File: config.mk
export PLATFORM = sky130hd
export DESIGN_NAME = axis2axi4_wr
export DESIGN_NICKNAME = d
export VERILOG_FILES = /design/src/rtl/axis2axi4_wr.sv
export SDC_FILE = /design/constraint.sdc
export NUM_CORES = 1
export LEC_CHECK = 0
export BUFFER_PORTS_ARGS = -buffer_cell sky130_fd_sc_hd__buf_2
export CORE_UTILIZATION = 44
export DETAILED_ROUTE_END_ITERATION = 8
export GPL_TIMING_DRIVEN = 0
export PLACE_DENSITY = 0.78
export SLEW_MARGIN = 0
export SYNTH_ARGS = -nofsm -noshare
export SYNTH_HDL_FRONTEND = slang
export SYNTH_SLANG_ARGS = --single-unit
export TNS_END_PERCENT = 10
File: constraint.sdc
create_clock -name ACLK -period 5.96 [get_ports ACLK]
set_clock_uncertainty 0.2 [all_clocks]
set_input_delay 0.596 -clock ACLK [delete_from_list [all_inputs] [get_ports ACLK]]
set_output_delay 0.596 -clock ACLK [all_outputs]
set_load 0.02 [all_outputs]
File: src/rtl/axis2axi4_wr.sv
// rtl/axis2axi4_wr.sv - AXI-Stream to AXI4 burst write bridge (optional TLAST checker: AXIS2AXI4_WR_TLAST_CHK_EN)
module axis2axi4_wr #(
    parameter int ID_W      = 1,
    parameter int ADDR_W    = 32,
    parameter int DATA_W    = 64,
    parameter int LEN_W     = 16,
    parameter int BURST_MAX = 16
) (
    input  logic                ACLK,
    input  logic                ARESET,
    input  logic                start,
    input  logic [ADDR_W-1:0]   addr,
    input  logic [LEN_W-1:0]    len,
    output logic                busy,
    output logic                done,
    output logic                err,
`ifdef AXIS2AXI4_WR_TLAST_CHK_EN
    output logic                tlast_err,
`endif
    input  logic                s_TVALID,
    output logic                s_TREADY,
    input  logic [DATA_W-1:0]   s_TDATA,
    input  logic [DATA_W/8-1:0] s_TKEEP,
    input  logic                s_TLAST,
    output logic [ID_W-1:0]     AWID,
    output logic [ADDR_W-1:0]   AWADDR,
    output logic [7:0]          AWLEN,
    output logic [2:0]          AWSIZE,
    output logic [1:0]          AWBURST,
    output logic                AWLOCK,
    output logic [3:0]          AWCACHE,
    output logic [2:0]          AWPROT,
    output logic [3:0]          AWQOS,
    output logic [3:0]          AWREGION,
    output logic                AWVALID,
    input  logic                AWREADY,
    output logic [DATA_W-1:0]   WDATA,
    output logic [DATA_W/8-1:0] WSTRB,
    output logic                WLAST,
    output logic                WVALID,
    input  logic                WREADY,
    input  logic [ID_W-1:0]     BID,
    input  logic [1:0]          BRESP,
    input  logic                BVALID,
    output logic                BREADY
);

    localparam int BYTES = DATA_W / 8;
    localparam int SIZE  = $clog2(BYTES);
    // Wide enough for the remaining-beat count and for 4096 beats (byte-wide bus).
    localparam int CW    = (LEN_W > 14) ? LEN_W : 14;

    typedef enum logic [1:0] {IDLE, ADDR, DATA, RESP} state_t;

    state_t            state_q;
    logic [ADDR_W-1:0] cur_addr_q;
    logic [LEN_W-1:0]  rem_q;
    logic [8:0]        beat_cnt_q;
    logic              awvalid_q;
    logic              bready_q;
    logic              done_q;
    logic              err_q;
`ifdef AXIS2AXI4_WR_TLAST_CHK_EN
    logic              tlast_err_q;
`endif

    logic [12:0]       page_bytes;
    logic [CW-1:0]     page_beats;
    logic [CW-1:0]     rem_ext;
    logic [8:0]        burst_beats;
    logic [ADDR_W-1:0] cur_addr_d;
    logic [LEN_W-1:0]  rem_d;
    logic              in_data;
    logic              w_fire;

    // Bytes left before the next 4 KB boundary; never zero, at most 4096.
    assign page_bytes = 13'd4096 - {1'b0, cur_addr_q[11:0]};
    assign page_beats = CW'(page_bytes >> SIZE);
    assign rem_ext    = CW'(rem_q);

    // Burst size is the smallest of the configured cap, the 4 KB page room and the beats left.
    always_comb begin
        burst_beats = 9'(BURST_MAX);
        if (page_beats < CW'(burst_beats)) begin
            burst_beats = page_beats[8:0];
        end
        if (rem_ext < CW'(burst_beats)) begin
            burst_beats = rem_ext[8:0];
        end
    end

    // Address and remaining count as they become once the current AW is accepted.
    assign cur_addr_d = cur_addr_q + (ADDR_W'(burst_beats) << SIZE);
    assign rem_d      = rem_q - LEN_W'(burst_beats);

    assign in_data  = (state_q == DATA);
    assign WVALID   = in_data && s_TVALID;
    assign s_TREADY = in_data && WREADY;
    assign WDATA    = s_TDATA;
    assign WSTRB    = s_TKEEP;
    assign WLAST    = in_data && (beat_cnt_q == 9'd1);
    assign w_fire   = WVALID && WREADY;

    // AWADDR/AWLEN derive from registers that only move on the AW handshake, so they hold while stalled.
    assign AWID     = '0;
    assign AWADDR   = cur_addr_q;
    assign AWLEN    = 8'(burst_beats - 9'd1);
    assign AWSIZE   = 3'(SIZE);
    assign AWBURST  = 2'b01;
    assign AWLOCK   = 1'b0;
    assign AWCACHE  = 4'b0011;
    assign AWPROT   = 3'b000;
    assign AWQOS    = 4'b0000;
    assign AWREGION = 4'b0000;
    assign AWVALID  = awvalid_q;
    assign BREADY   = bready_q;

    assign busy = (state_q != IDLE);
    assign done = done_q;
    assign err  = err_q;
`ifdef AXIS2AXI4_WR_TLAST_CHK_EN
    assign tlast_err = tlast_err_q;
`endif

    // Main control FSM: one burst at a time, address phase, data phase, then wait for its response.
    always_ff @(posedge ACLK or posedge ARESET) begin
        if (ARESET) begin
            state_q     <= IDLE;
            cur_addr_q  <= '0;
            rem_q       <= '0;
            beat_cnt_q  <= '0;
            awvalid_q   <= 1'b0;
            bready_q    <= 1'b0;
            done_q      <= 1'b0;
            err_q       <= 1'b0;
`ifdef AXIS2AXI4_WR_TLAST_CHK_EN
            tlast_err_q <= 1'b0;
`endif
        end else begin
            done_q <= 1'b0;
            case (state_q)
                IDLE: begin
                    if (start) begin
                        err_q       <= 1'b0;
`ifdef AXIS2AXI4_WR_TLAST_CHK_EN
                        tlast_err_q <= 1'b0;
`endif
                        if (len == '0) begin
                            done_q <= 1'b1;
                        end else begin
                            cur_addr_q <= addr;
                            rem_q      <= len;
                            awvalid_q  <= 1'b1;
                            state_q    <= ADDR;
                        end
                    end
                end
                ADDR: begin
                    if (awvalid_q && AWREADY) begin
                        awvalid_q  <= 1'b0;
                        cur_addr_q <= cur_addr_d;
                        rem_q      <= rem_d;
                        beat_cnt_q <= burst_beats;
                        state_q    <= DATA;
                    end
                end
                DATA: begin
                    if (w_fire) begin
                        beat_cnt_q <= beat_cnt_q - 9'd1;
`ifdef AXIS2AXI4_WR_TLAST_CHK_EN
                        // Final beat of the whole transfer is the last beat of the burst with nothing left.
                        if (s_TLAST != (WLAST && (rem_q == '0))) begin
                            tlast_err_q <= 1'b1;
                        end
`endif
                        if (WLAST) begin
                            bready_q <= 1'b1;
                            state_q  <= RESP;
                        end
                    end
                end
                RESP: begin
                    if (BVALID && bready_q) begin
                        bready_q <= 1'b0;
                        if (BRESP != 2'b00) begin
                            err_q <= 1'b1;
                        end
                        if (rem_q == '0) begin
                            done_q  <= 1'b1;
                            state_q <= IDLE;
                        end else begin
                            awvalid_q <= 1'b1;
                            state_q   <= ADDR;
                        end
                    end
                end
                default: state_q <= IDLE;
            endcase
        end
    end

    logic unused_ok;
    assign unused_ok = &{1'b0, BID
`ifndef AXIS2AXI4_WR_TLAST_CHK_EN
                         , s_TLAST
`endif
                         };

endmodule
==> qor.csv, run 1 <==
stage,metric,value,unit
sta,hold_violations,0,
drt,num_vias,6692,
final_layout,drive_gt1_frac,0.3461,
sta,fin_crit_sh,0.9796,
final_layout,fill_cells,1254,
synth,synth.distinct_cells,75,
drt,drc,0,
sta,slew_headroom,0.3386,
place,post-dp-hpwl,14650,um
global_routing,grt_pass1_wl,30690,um
die,die_w,119.5,um
worst_setup_path,worstPathRequired,6040,ps
drt,wirelength,20320,um
synth,avgSynthCellArea,7.885,um2
worst_setup_path,worst_ep_arrival_time,5920,ps
drt,drtIter0Drc,736,
min_path,min_path_type,in -> async,
synth,ys_ff_latch,63,
sta,timing.fmax,171.3,MHz
synth,ys_warn_count,0,
clocking,clock-sinks,63,
drt,drtPass1Iterations,8,
die,rows,42,
clocking,cts_buffer_depth,2,
clocking,clkTransAtPathRegs,60,ps
place,io_buffer_count,176,
global_routing,gr-total-overflow,0,
worst_setup_path,start_kind,flip-flop,
die,ios,273,
synth,synth-async-reset-ratio,1.000,
place,globalplace.congestion,0.9800,
synth,netlist_instances,771,
drt,drt-vias-per-instance,5.720,
place,place_inst,1147,
clocking,holdBufCountCts,0,
synth,synth_flop_cell,dfrtp_1,
sta,tightestPinTransition,992.1,ps
die,start_util,0.4555,
power_and_ir_drop,power_density,545.6,mW/mm2
worst_setup_path,end_kind,flip-flop,
sta,setup_viol_count_final,0,
sta,period_needed,5839,ps
clocking,cts_max_level,3,
power_and_ir_drop,p_leak,0.003693,uW
final_layout,antenna_cells,0,
sta,tns,0,ps
run_status,outcome,finished clean,
sta,rsz0062_at_grt,yes,
global_routing,antenna_found_initial,0,
final_layout,register_area,0.001578,mm2
final_layout,area_growth,28.89,%
global_routing,track_usage,0.2765,
drt,postRouteAntennaNets,0,
final_layout,nNetsFinal,1146,
power_and_ir_drop,peakVddDrop,308.2,uV
global_routing,grt_max_degree,64,
synth,synth_edf_count,0,
final_layout,final_cell_count_no_fill,1170,
sta,slew_violations,0,
global_routing,first_global_vias,5962,
worst_setup_path,crit_type,reg -> reg,
job,cap_violations,0,
clocking,cts_tree,built,
clocking,clk_latency,340,ps
synth,synth.cell_area,0.006080,mm2
clocking,cts_root_buffer,clkbuf_16,
worst_setup_path,startpoint,AWADDR[0]$_DFFE_PP0P_,
final_layout,multiInputGateArea,0.003757,mm2
final_layout,layout_commonest_cell,buf_2,
die,core-area,0.01335,mm2
worst_setup_path,rr_startpoint,AWADDR[0]$_DFFE_PP0P_,
final_layout,final_cell_mix,"buf_2 (179), buf_4 (102), nand2_1 (64), dfrtp_1 (62), a21oi_1 (54)",
synth,yosysSeqAreaShare,0.2593,
drt,routedWlPerCell,17.37,um
worst_setup_path,path_max_fanout,10,
die,dieArea,0.01429,mm2
clocking,cts_buffers,9,
die,die_h,119.5,um
routing by layer:
| layer | global-route usage | share of wire | up-vias | wire, um |
|---|---|---|---|---|
| li1 | - | - | 3133 | - |
| met4 | 0.1281 | 0.033 | 0 | 679 |
| met2 | 0.4400 | 0.46 | 437 | 9422 |
| met3 | 0.06131 | 0.11 | 60 | 2201 |
| met5 | 0 | 0 | - | 0 |
| met1 | 0.3564 | 0.39 | 3062 | 8021 |
layout make-up:
type	instances	area share
multi-input cells	571	0.4795
clock buffers	12	0.03401
flip-flops and latches	63	0.2013
clock inverters	4	0.009740
inverters	28	0.01405
well taps	176	0.02810
plain buffers	131	0.1106
repair buffers	185	0.1226
cells by family after synthesis:
logic type | after synthesis | share of synthesized area
and+or+nand+nor | 277 | 0.2385
AOI/OAI and AO/OA | 204 | 0.2239
other | 2 | 0.001235
muxes | 17 | 0.03210
DFF | 63 | 0.2593
adders and majority gates | 29 | 0.05845
buffers and inverters | 161 | 0.1605
xor gates and xnor gates | 18 | 0.02593
what timing repair did:
| item | 4_1_cts | 5_1_grt |
|---|---|---|
| pin swaps | 4 | 5 |
| buffers inserted | 4 | 5 |
| resized for setup | 14 | 22 |
| endpoints found under the setup margin | 35 | 31 |
| gates cloned | 0 | 0 |
critical path: stages (launching register included):
cell and delay (ps):
dfrtp_1 410, or4_4 590, nor3_4 170, nand2b_1 140, and3_4 240, inv_2 90
ha_1 300, a21oi_1 160, o22ai_1 120, o21a_2 300, or3_4 420, buf_6 170
mux2i_4 240, inv_4 100, ha_1 220, inv_1 80, ha_2 200, a211o_1 140
a21oi_1 80, or4_4 590, o21ai_2 160, nand3_1 120, or4_1 410, nand3_1 90
where the power goes:
part	switching, uW	total (uW)	internal, uW
Clock	207	608	401
Combinational	1740	2730	990
Sequential	287	933	646
cells in the mapped netlist (all sizes together) (14+ instances only):
library cell,count,share of area
nor2,52,0.032
and3,16,0.016
ha,26,0.054
a21oi,57,0.047
dfrtp,63,0.26
nor4,17,0.020
clkbuf,33,0.020
buf,100,0.12
inv,28,0.017
nand2,65,0.041
or3,14,0.015
nand3,25,0.021
o21ai,44,0.037
mux2i,17,0.032
nor3,24,0.021
path summary, 6_finish.rpt:
kind                                                  end  slack (ps)  cells after the start
worst min register to register  beat_cnt_q[7]$_DFFE_PP0P_         320                      1
max in group asynchronous           AWADDR[3]$_DFFE_PP0P_        4730                      2
worst max register to register     rem_ext[8]$_DFFE_PP0P_         120                     23
worst max-delay path               rem_ext[8]$_DFFE_PP0P_         120                     23
worst min-delay path                       done$_DFF_PP0_         230                      2
min in group ACLK                  AWADDR[11]$_DFFE_PP0P_         290                      3
sequential cells by signal, summed over array words and instances, names as in the netlist:
| name | cells |
|---|---|
| AWVALID | 1 |
| AWADDR | 32 |
| done | 1 |
| rem_ext | 16 |
| err | 1 |
| beat_cnt_q | 9 |
| state_q | 2 |
| BREADY | 1 |
metrics by stage:
| stage | instance area [um2] | power, uW | util | hold WS, ps | setup WS [ps] |
|---|---|---|---|---|---|
| after floorplan | 6182 | 2707 | - | 274.3 | 113.1 |
| after global placement | 7283 | 3441 | 0.5457 | 297.9 | -588.3 |
| after detailed placement | 7286 | 3483 | 0.5458 | 296.7 | -617.4 |
| after CTS | 7712 | 4151 | 0.5778 | 262.9 | 22.29 |
| after global routing | 7836 | 4543 | 0.5871 | 299.4 | -159.8 |
| final | 7836 | 4275 | 0.5871 | 232.2 | 121.3 |
Note: power is estimated with default switching activity, not from simulation.
==> inputs of run 2 (changes only) <==
--- a/config.mk
+++ b/config.mk
@@ -6,10 +6,10 @@
 export NUM_CORES = 1
 export LEC_CHECK = 0
 export BUFFER_PORTS_ARGS = -buffer_cell sky130_fd_sc_hd__buf_2
-export CORE_UTILIZATION = 44
+export CORE_UTILIZATION = 49
 export DETAILED_ROUTE_END_ITERATION = 8
 export GPL_TIMING_DRIVEN = 0
-export PLACE_DENSITY = 0.78
+export PLACE_DENSITY = 0.83
 export SLEW_MARGIN = 0
 export SYNTH_ARGS = -nofsm -noshare
 export SYNTH_HDL_FRONTEND = slang
==> constraint.sdc (replaced) <==
create_clock -name ACLK -period 5.83 [get_ports ACLK]
set_clock_uncertainty 0.2 [all_clocks]
set_input_delay 0.583 -clock ACLK [delete_from_list [all_inputs] [get_ports ACLK]]
set_output_delay 0.583 -clock ACLK [all_outputs]
set_load 0.02 [all_outputs]
==> run 2 against run 1 <==
Hold slack improved by 1.3 ps. Die area shrank 10%. Total power grew 2.2%. Worst setup slack improved by 18 ps. Sequential cell count stayed put. Combinational power rose by 3%. Largest power group unchanged. Highest routed layer unchanged.
==> qor.csv, run 2 (synthesis gave the netlist of run 1 again) <==
stage,metric,value,unit,change
drt,postRouteAntennaNets,0,,unchanged
global_routing,top_usage_layer,met2,,
die,ios,273,,unchanged
sta,fin_crit_sh,0.9761,,-0.003533
sta,tightestPinTransition,891.7,ps,-100.5 ps
drt,drtIter0Drc,580,,-21%
place,globalplace.congestion,0.9294,,-5.2%
global_routing,grt.met1_usage,0.3766,,+0.02017
drt,routedWlPerCell,17.19,um,-1.0%
power_and_ir_drop,power_density,556.5,mW/mm2,+2.0%
sta,setup_viol_count_final,0,,unchanged
drt,drtPass1Iterations,6,,-2
drt,wirelength,19990,um,-1.6%
clocking,clk_latency,330,ps,about the same
drt,drt-vias-per-instance,5.814,,+1.7%
worst_setup_path,worst_ep_arrival_time,5700,ps,-220 ps
worst_setup_path,start_kind,flip-flop,,
die,rows,40,,-4.8%
clocking,cts_buffers,9,,unchanged
drt,num_vias,6762,,+1.0%
worst_setup_path,reg2reg_to,AWADDR[31]$_DFFE_PP0P_,,
place,post-dp-hpwl,14600,um,-0.40%
worst_setup_path,path_max_fanout,10,,unchanged
sta,timing.fmax,175.7,MHz,+2.6%
global_routing,antenna_found_initial,0,,unchanged
clocking,cts_buffer_depth,2,,unchanged
sta,holdWs,233.6,ps,+1.309 ps
place,io_buffer_count,176,,unchanged
die,start_util,0.5040,,+0.04857
final_layout,final_cell_mix,"buf_2 (178), buf_4 (105), nand2_1 (64), dfrtp_1 (62), a21oi_1 (53)",,
final_layout,drive_gt1_frac,0.3548,,+0.008697
global_routing,grt_pass1_wl,29910,um,-2.5%
global_routing,use_met3,0.06323,,+0.001919
die,die_w,113.4,um,-5.1%
final_layout,multiInputGateArea,0.003799,mm2,+1.1%
die,core-area,0.01206,mm2,-9.6%
drt,drc,0,,unchanged
sta,tns,0,ps,unchanged
final_layout,register_area,0.001578,mm2,unchanged
worst_setup_path,end_kind,flip-flop,,
job,cap_violations,0,,unchanged
worst_setup_path,rr_startpoint,AWADDR[3]$_DFFE_PP0P_,,
clocking,holdBufCountCts,0,,unchanged
min_path,min_path_type,in -> async,,
final_layout,fill_cells,1046,,-17%
worst_setup_path,r2r_slack,140,ps,+20 ps
sta,period_needed,5691,ps,-148.0 ps
clocking,clkTransAtPathRegs,60,ps,about the same
global_routing,grt_max_degree,64,,unchanged
worst_setup_path,reg2reg_depth,22,,-4.3%
clocking,cts_root_buffer,clkbuf_16,,
final_layout,largest_reg_flops,32,,unchanged
sta,hold_violations,0,,unchanged
sta,slew_headroom,0.4034,,+0.06477
worst_setup_path,crit_type,reg -> reg,,
final_layout,final_cell_count_no_fill,1163,,-0.60%
run_status,outcome,finished clean,,
place,place_inst,1139,,-0.70%
global_routing,track_usage,0.2978,,+0.02124
clocking,cts_tree,built,,
final_layout,area_growth,29.12,%,
global_routing,gr-total-overflow,0,,unchanged
power_and_ir_drop,power,4369,uW,+2.2%
final_layout,layout_commonest_cell,buf_2,,
die,dieArea,0.01286,mm2,-10%
worst_setup_path,worstPathRequired,5840,ps,-200 ps
power_and_ir_drop,p_leak,0.003690,uW,about the same
die,die_h,113.4,um,-5.1%
clocking,cts_max_level,3,,unchanged
sta,slew_violations,0,,unchanged
power_and_ir_drop,peakVddDrop,301.2,uV,-2.3%
global_routing,met2_usage,0.4769,,+0.03686
final_layout,nNetsFinal,1147,,+0.087%
clocking,clock-sinks,63,,unchanged
global_routing,first_global_vias,5989,,+0.45%
final_layout,antenna_cells,0,,unchanged
run 2: changes by cell type in the layout (fill, tap and decap cells not counted), moves of 2 or more:
cell      delta
clkbuf_8     -2
ha_4         +2
buf_4        +3
ha_1         -2
o21ai_2      +2
run 2: worst max-delay path by stage:
| stage | cells past startpoint | start | endpoint | slack (ps) |
|---|---|---|---|---|
| final | 22 | AWADDR[3]$_DFFE_PP0P_ | AWADDR[31]$_DFFE_PP0P_ | 140 |
| after global routing | 24 | AWADDR[3]$_DFFE_PP0P_ | rem_ext[8]$_DFFE_PP0P_ | -60 |
| after CTS | 23 | AWADDR[0]$_DFFE_PP0P_ | rem_ext[8]$_DFFE_PP0P_ | 10 |
| after detailed placement | 21 | AWADDR[0]$_DFFE_PP0P_ | AWADDR[30]$_DFFE_PP0P_ | -690 |
| after global placement | 21 | AWADDR[0]$_DFFE_PP0P_ | AWADDR[30]$_DFFE_PP0P_ | -620 |
| after floorplan | 24 | AWADDR[0]$_DFFE_PP0P_ | rem_ext[8]$_DFFE_PP0P_ | 40 |
run 2: layout make-up:
| class | count | area share |
|---|---|---|
| inverter | 28 | 0.01403 |
| clock buffer | 11 | 0.03092 |
| clock inverter | 5 | 0.01036 |
| sequential | 63 | 0.2010 |
| tap | 168 | 0.02678 |
| timing repair buffer | 186 | 0.1218 |
| buffer | 131 | 0.1113 |
| multi-input combinational | 571 | 0.4839 |
run 2: where the power goes:
part           switching, uW  internal, uW
logic                   1790          1030
clock network            212           386
registers                292           661
total                   2290          2080
run 2: per-stage QoR:
step,worst slack (ps),area (um2),utilization
5_1_grt,-57.88,7850,0.6508
6_report,139.3,7850,0.6508
3_5_place_dp,-694.4,7281,0.6036
2_1_floorplan,44.52,6187,-
3_3_place_gp,-623.9,7278,0.6034
4_1_cts,13.65,7669,0.6358
run 2: worst max-delay path: stages, from the launching register on:
cell and delay, ps:
dfrtp_2 410, or4_4 590, nor3_4 230, nand2b_4 170, and3_4 220, inv_2 90
ha_4 230, a21oi_2 120, o22ai_2 100, o21a_2 280, or3_4 430, buf_8 180
mux2i_4 210, inv_4 120, ha_2 260, ha_4 180, o21a_1 160, o31ai_4 90
a22o_1 230, a31oi_4 190, o21ai_2 130, o311a_1 350, or3_1 370
run 2: metal layers:
layer | wire length (um) | up-vias | share of wire
met5 | 0 | - | 0
met4 | 865 | 0 | 0.043
met3 | 2061 | 78 | 0.10
met2 | 9386 | 460 | 0.47
met1 | 7681 | 3078 | 0.38
li1 | - | 3146 | -
run 2: repair_timing:
action | 4_1_cts | 5_1_grt
cloned | 0 | 0
resized for setup | 13 | 34
endpoints found under the setup margin | 40 | 33
hold endpoints to repair | 0 | 0
buffers inserted | 4 | 6
pin swaps | 4 | 9
==> inputs of run 3 (changes only) <==
--- a/config.mk
+++ b/config.mk
@@ -6,10 +6,12 @@
 export NUM_CORES = 1
 export LEC_CHECK = 0
 export BUFFER_PORTS_ARGS = -buffer_cell sky130_fd_sc_hd__buf_2
-export CORE_UTILIZATION = 49
+export CELL_PAD_IN_SITES_DETAIL_PLACEMENT = 2
+export CELL_PAD_IN_SITES_GLOBAL_PLACEMENT = 2
+export CORE_UTILIZATION = 26
 export DETAILED_ROUTE_END_ITERATION = 8
 export GPL_TIMING_DRIVEN = 0
-export PLACE_DENSITY = 0.83
+export PLACE_DENSITY_LB_ADDON = 0.1
 export SLEW_MARGIN = 0
 export SYNTH_ARGS = -nofsm -noshare
 export SYNTH_HDL_FRONTEND = slang
==> run 3 against run 2 <==
Total power grew 5.5%. Worst setup slack gained 12 ps. Core utilization fell by 29 points. Hold slack got worse by 210 ps. Critical path depth fell by 1. Register-to-register slack is essentially flat. Highest routed layer unchanged.
==> qor.csv, run 3 (synthesis gave the netlist of run 1 again) <==
stage,metric,value,unit,change
final_layout,largest_reg_flops,32,,unchanged
final_layout,drive_gt1_frac,0.3725,,+0.01776
power_and_ir_drop,power_density,558.0,mW/mm2,+0.27%
final_layout,final_cell_count_no_fill,1325,,+14%
power_and_ir_drop,p_sw_frac,0.5349,,+0.01056
global_routing,grt_pass1_wl,40660,um,+36%
drt,wirelength,26980,um,+35%
die,core-area,0.02278,mm2,+89%
power_and_ir_drop,pwr-share-comb,0.648,,+0.003
die,die_h,154.9,um,+37%
clocking,cts_max_level,3,,unchanged
place,post-dp-hpwl,20490,um,+40%
worst_setup_path,critPathTopFamily,simple AND/OR/NAND/NOR gates,,
final_layout,area_growth,35.87,%,
worst_setup_path,slowest_delay,590,ps,about the same
power_and_ir_drop,power,4609,uW,+5.5%
drt,drc,0,,unchanged
sta,slew_headroom,0.2920,,-0.1114
drt,drt-vias-per-instance,5.085,,-13%
clocking,cts_tree,built,,
die,rows,55,,+38%
worst_setup_path,worstPathRequired,5860,ps,+20 ps
power_and_ir_drop,p_leak,0.003813,uW,+3.3%
drt,drtPass1Iterations,4,,-2
place,place_inst,1285,,+13%
worst_setup_path,end_kind,flip-flop,,
drt,postRouteAntennaNets,0,,unchanged
worst_setup_path,worst_ep_arrival_time,5710,ps,about the same
clocking,cts_buffer_depth,2,,unchanged
sta,slew_violations,0,,unchanged
power_and_ir_drop,pwr-share-clk,0.137,,about the same
global_routing,gr-total-overflow,0,,unchanged
power_and_ir_drop,netSwitchingPower,2465,uW,+7.6%
clocking,clkTransAtPathRegs,60,ps,about the same
clocking,clk_latency,350,ps,+20 ps
final_layout,final_cell_mix,"buf_2 (178), buf_4 (122), nand2_1 (63), dfrtp_1 (62), a21oi_1 (54)",,
worst_setup_path,crit_buf_inv,3,,unchanged
job,cap_violations,0,,unchanged
worst_setup_path,start_kind,flip-flop,,
global_routing,first_global_vias,6950,,+16%
final_layout,layout_commonest_cell,buf_2,,
clocking,clock-sinks,63,,unchanged
run_status,outcome,finished clean,,
die,ios,273,,unchanged
worst_setup_path,crit_path_top_delay_cell,or4_4,,
sta,timing.fmax,176.1,MHz,+0.21%
worst_setup_path,crit_type,reg -> reg,,
place,globalplace.congestion,0.8158,,-12%
die,start_util,0.2669,,-0.2371
clocking,cts_buffers,9,,unchanged
power_and_ir_drop,power.internal,2144,uW,+3.2%
place,io_buffer_count,176,,unchanged
drt,drtIter0Drc,257,,-56%
global_routing,track_usage,0.2232,,-0.07460
sta,period_needed,5679,ps,-12.07 ps
drt,routedWlPerCell,20.36,um,+18%
sta,hold_violations,0,,unchanged
worst_setup_path,path_max_fanout,10,,unchanged
place,pre_cts_ws,-1161,ps,-467.0 ps
sta,fin_crit_sh,0.9740,,-0.002070
worst_setup_path,worstPathCellList,or4_4 -> xor2_1 -> nand2_2 -> ha_1 -> nor4bb_1 -> nand4_1 -> and3_1 -> buf_4 -> or3_4 -> buf_8 -> mux2i_4 -> inv_4 -> ha_4 -> ha_4 -> o21a_1 -> o31ai_4 -> a22o_1 -> a31oi_4 -> o21ai_4 -> o311a_1 -> or3_1,,
global_routing,grt_max_degree,39,,-39%
clocking,cts_root_buffer,clkbuf_16,,
final_layout,antenna_cells,0,,unchanged
final_layout,nNetsFinal,1164,,+1.5%
final_layout,fin_util,0.3626,,-0.2882
die,dieArea,0.02400,mm2,+87%
sta,setup_viol_count_final,0,,unchanged
drt,num_vias,6737,,-0.37%
min_path,min_path_type,in -> async,,
power_and_ir_drop,peakVddDrop,192.4,uV,-36%
clocking,holdBufCountCts,0,,unchanged
sta,fin_ws,151.4,ps,+12.07 ps
die,die_w,154.9,um,+37%
sta,tightestPinTransition,1062,ps,+170.4 ps
global_routing,antenna_found_initial,1,,+1
power_and_ir_drop,seq_power_share,0.216,,-0.002
worst_setup_path,critPathMostFrequentCell,ha_4,,
-- run 3: changes by cell type in the layout (fill, tap and decap cells not counted), sizes merged --
cell | before | now
buf | 286 | 306
clkbuf | 42 | 41
clkinvlp | 1 | 0
clkinv | 2 | 1
-- run 3: area by class of cell --
| type | count | area [um2] |
|---|---|---|
| fillers | 2686 | 14520 |
| clock inverters | 3 | 65.06 |
| flip-flops and latches | 63 | 1578 |
| clock buffers | 13 | 260.3 |
| multi-input cells | 571 | 3864 |
| inverters | 28 | 110.1 |
| repair buffers | 205 | 1122 |
| plain buffers | 129 | 869.6 |
| well taps | 313 | 391.6 |
-- run 3: metrics by stage --
stage	setup TNS, ps	area, um2	hold WS, ps
after global routing	-149.1	8260	50.45
after global placement	-27880	7460	304.1
after detailed placement	-26550	7490	301.1
after CTS	0	7958	30.77
final	0	8260	23.56
after floorplan	0	6187	274.3
-- run 3: metal layers --
layer / vias to the layer above / share of wire / track usage
li1: 3171 / - / -
met1: 3338 / 0.43 / 0.2804
met2: 203 / 0.50 / 0.3977
met3: 25 / 0.049 / 0.02646
met4: 0 / 0.021 / 0.06742
met5: - / 0 / 0
-- run 3: timing repair --
action | in CTS | in global routing
setup endpoints to repair | 42 | 28
resized for setup | 27 | 33
hold endpoints to repair | 0 | 0
buffers inserted | 7 | 21
pin swaps | 5 | 14
-- run 3: final timing paths --
kind,start,end,slack [ps],cells after the start
min in group ACLK,addr[14],AWADDR[14]$_DFFE_PP0P_,280,2
min reg2reg,beat_cnt_q[7]$_DFFE_PP0P_,beat_cnt_q[7]$_DFFE_PP0P_,320,1
max,AWADDR[3]$_DFFE_PP0P_,AWADDR[31]$_DFFE_PP0P_,150,21
max reg2reg,AWADDR[3]$_DFFE_PP0P_,AWADDR[31]$_DFFE_PP0P_,150,21
min,ARESET,AWADDR[23]$_DFFE_PP0P_,20,2
max in group asynchronous,ARESET,AWADDR[3]$_DFFE_PP0P_,4830,3
-- run 3: power groups by stage --
stage / Combinational, uW / Clock, uW / Sequential (uW)
floorplan: 1760 / 0 / 1010
global route: 3280 / 655 / 1030
finish: 2980 / 630 / 994
CTS: 2920 / 644 / 960
detailed placement: 2840 / 0 / 965
global placement: 2800 / 0 / 958
-- run 3: worst reg2reg max path: cells and delay by family, from the launching register on --
| kind | cells | cell delay, ps |
|---|---|---|
| AOI/OAI and AO/OA | 6 | 1310 |
| and+or+nand+nor | 7 | 2200 |
| DFF | 1 | 430 |
| buffers and inverters | 3 | 430 |
| adders and majority gates | 3 | 590 |
| muxes | 1 | 210 |
| xor gates and xnor gates | 1 | 190 |
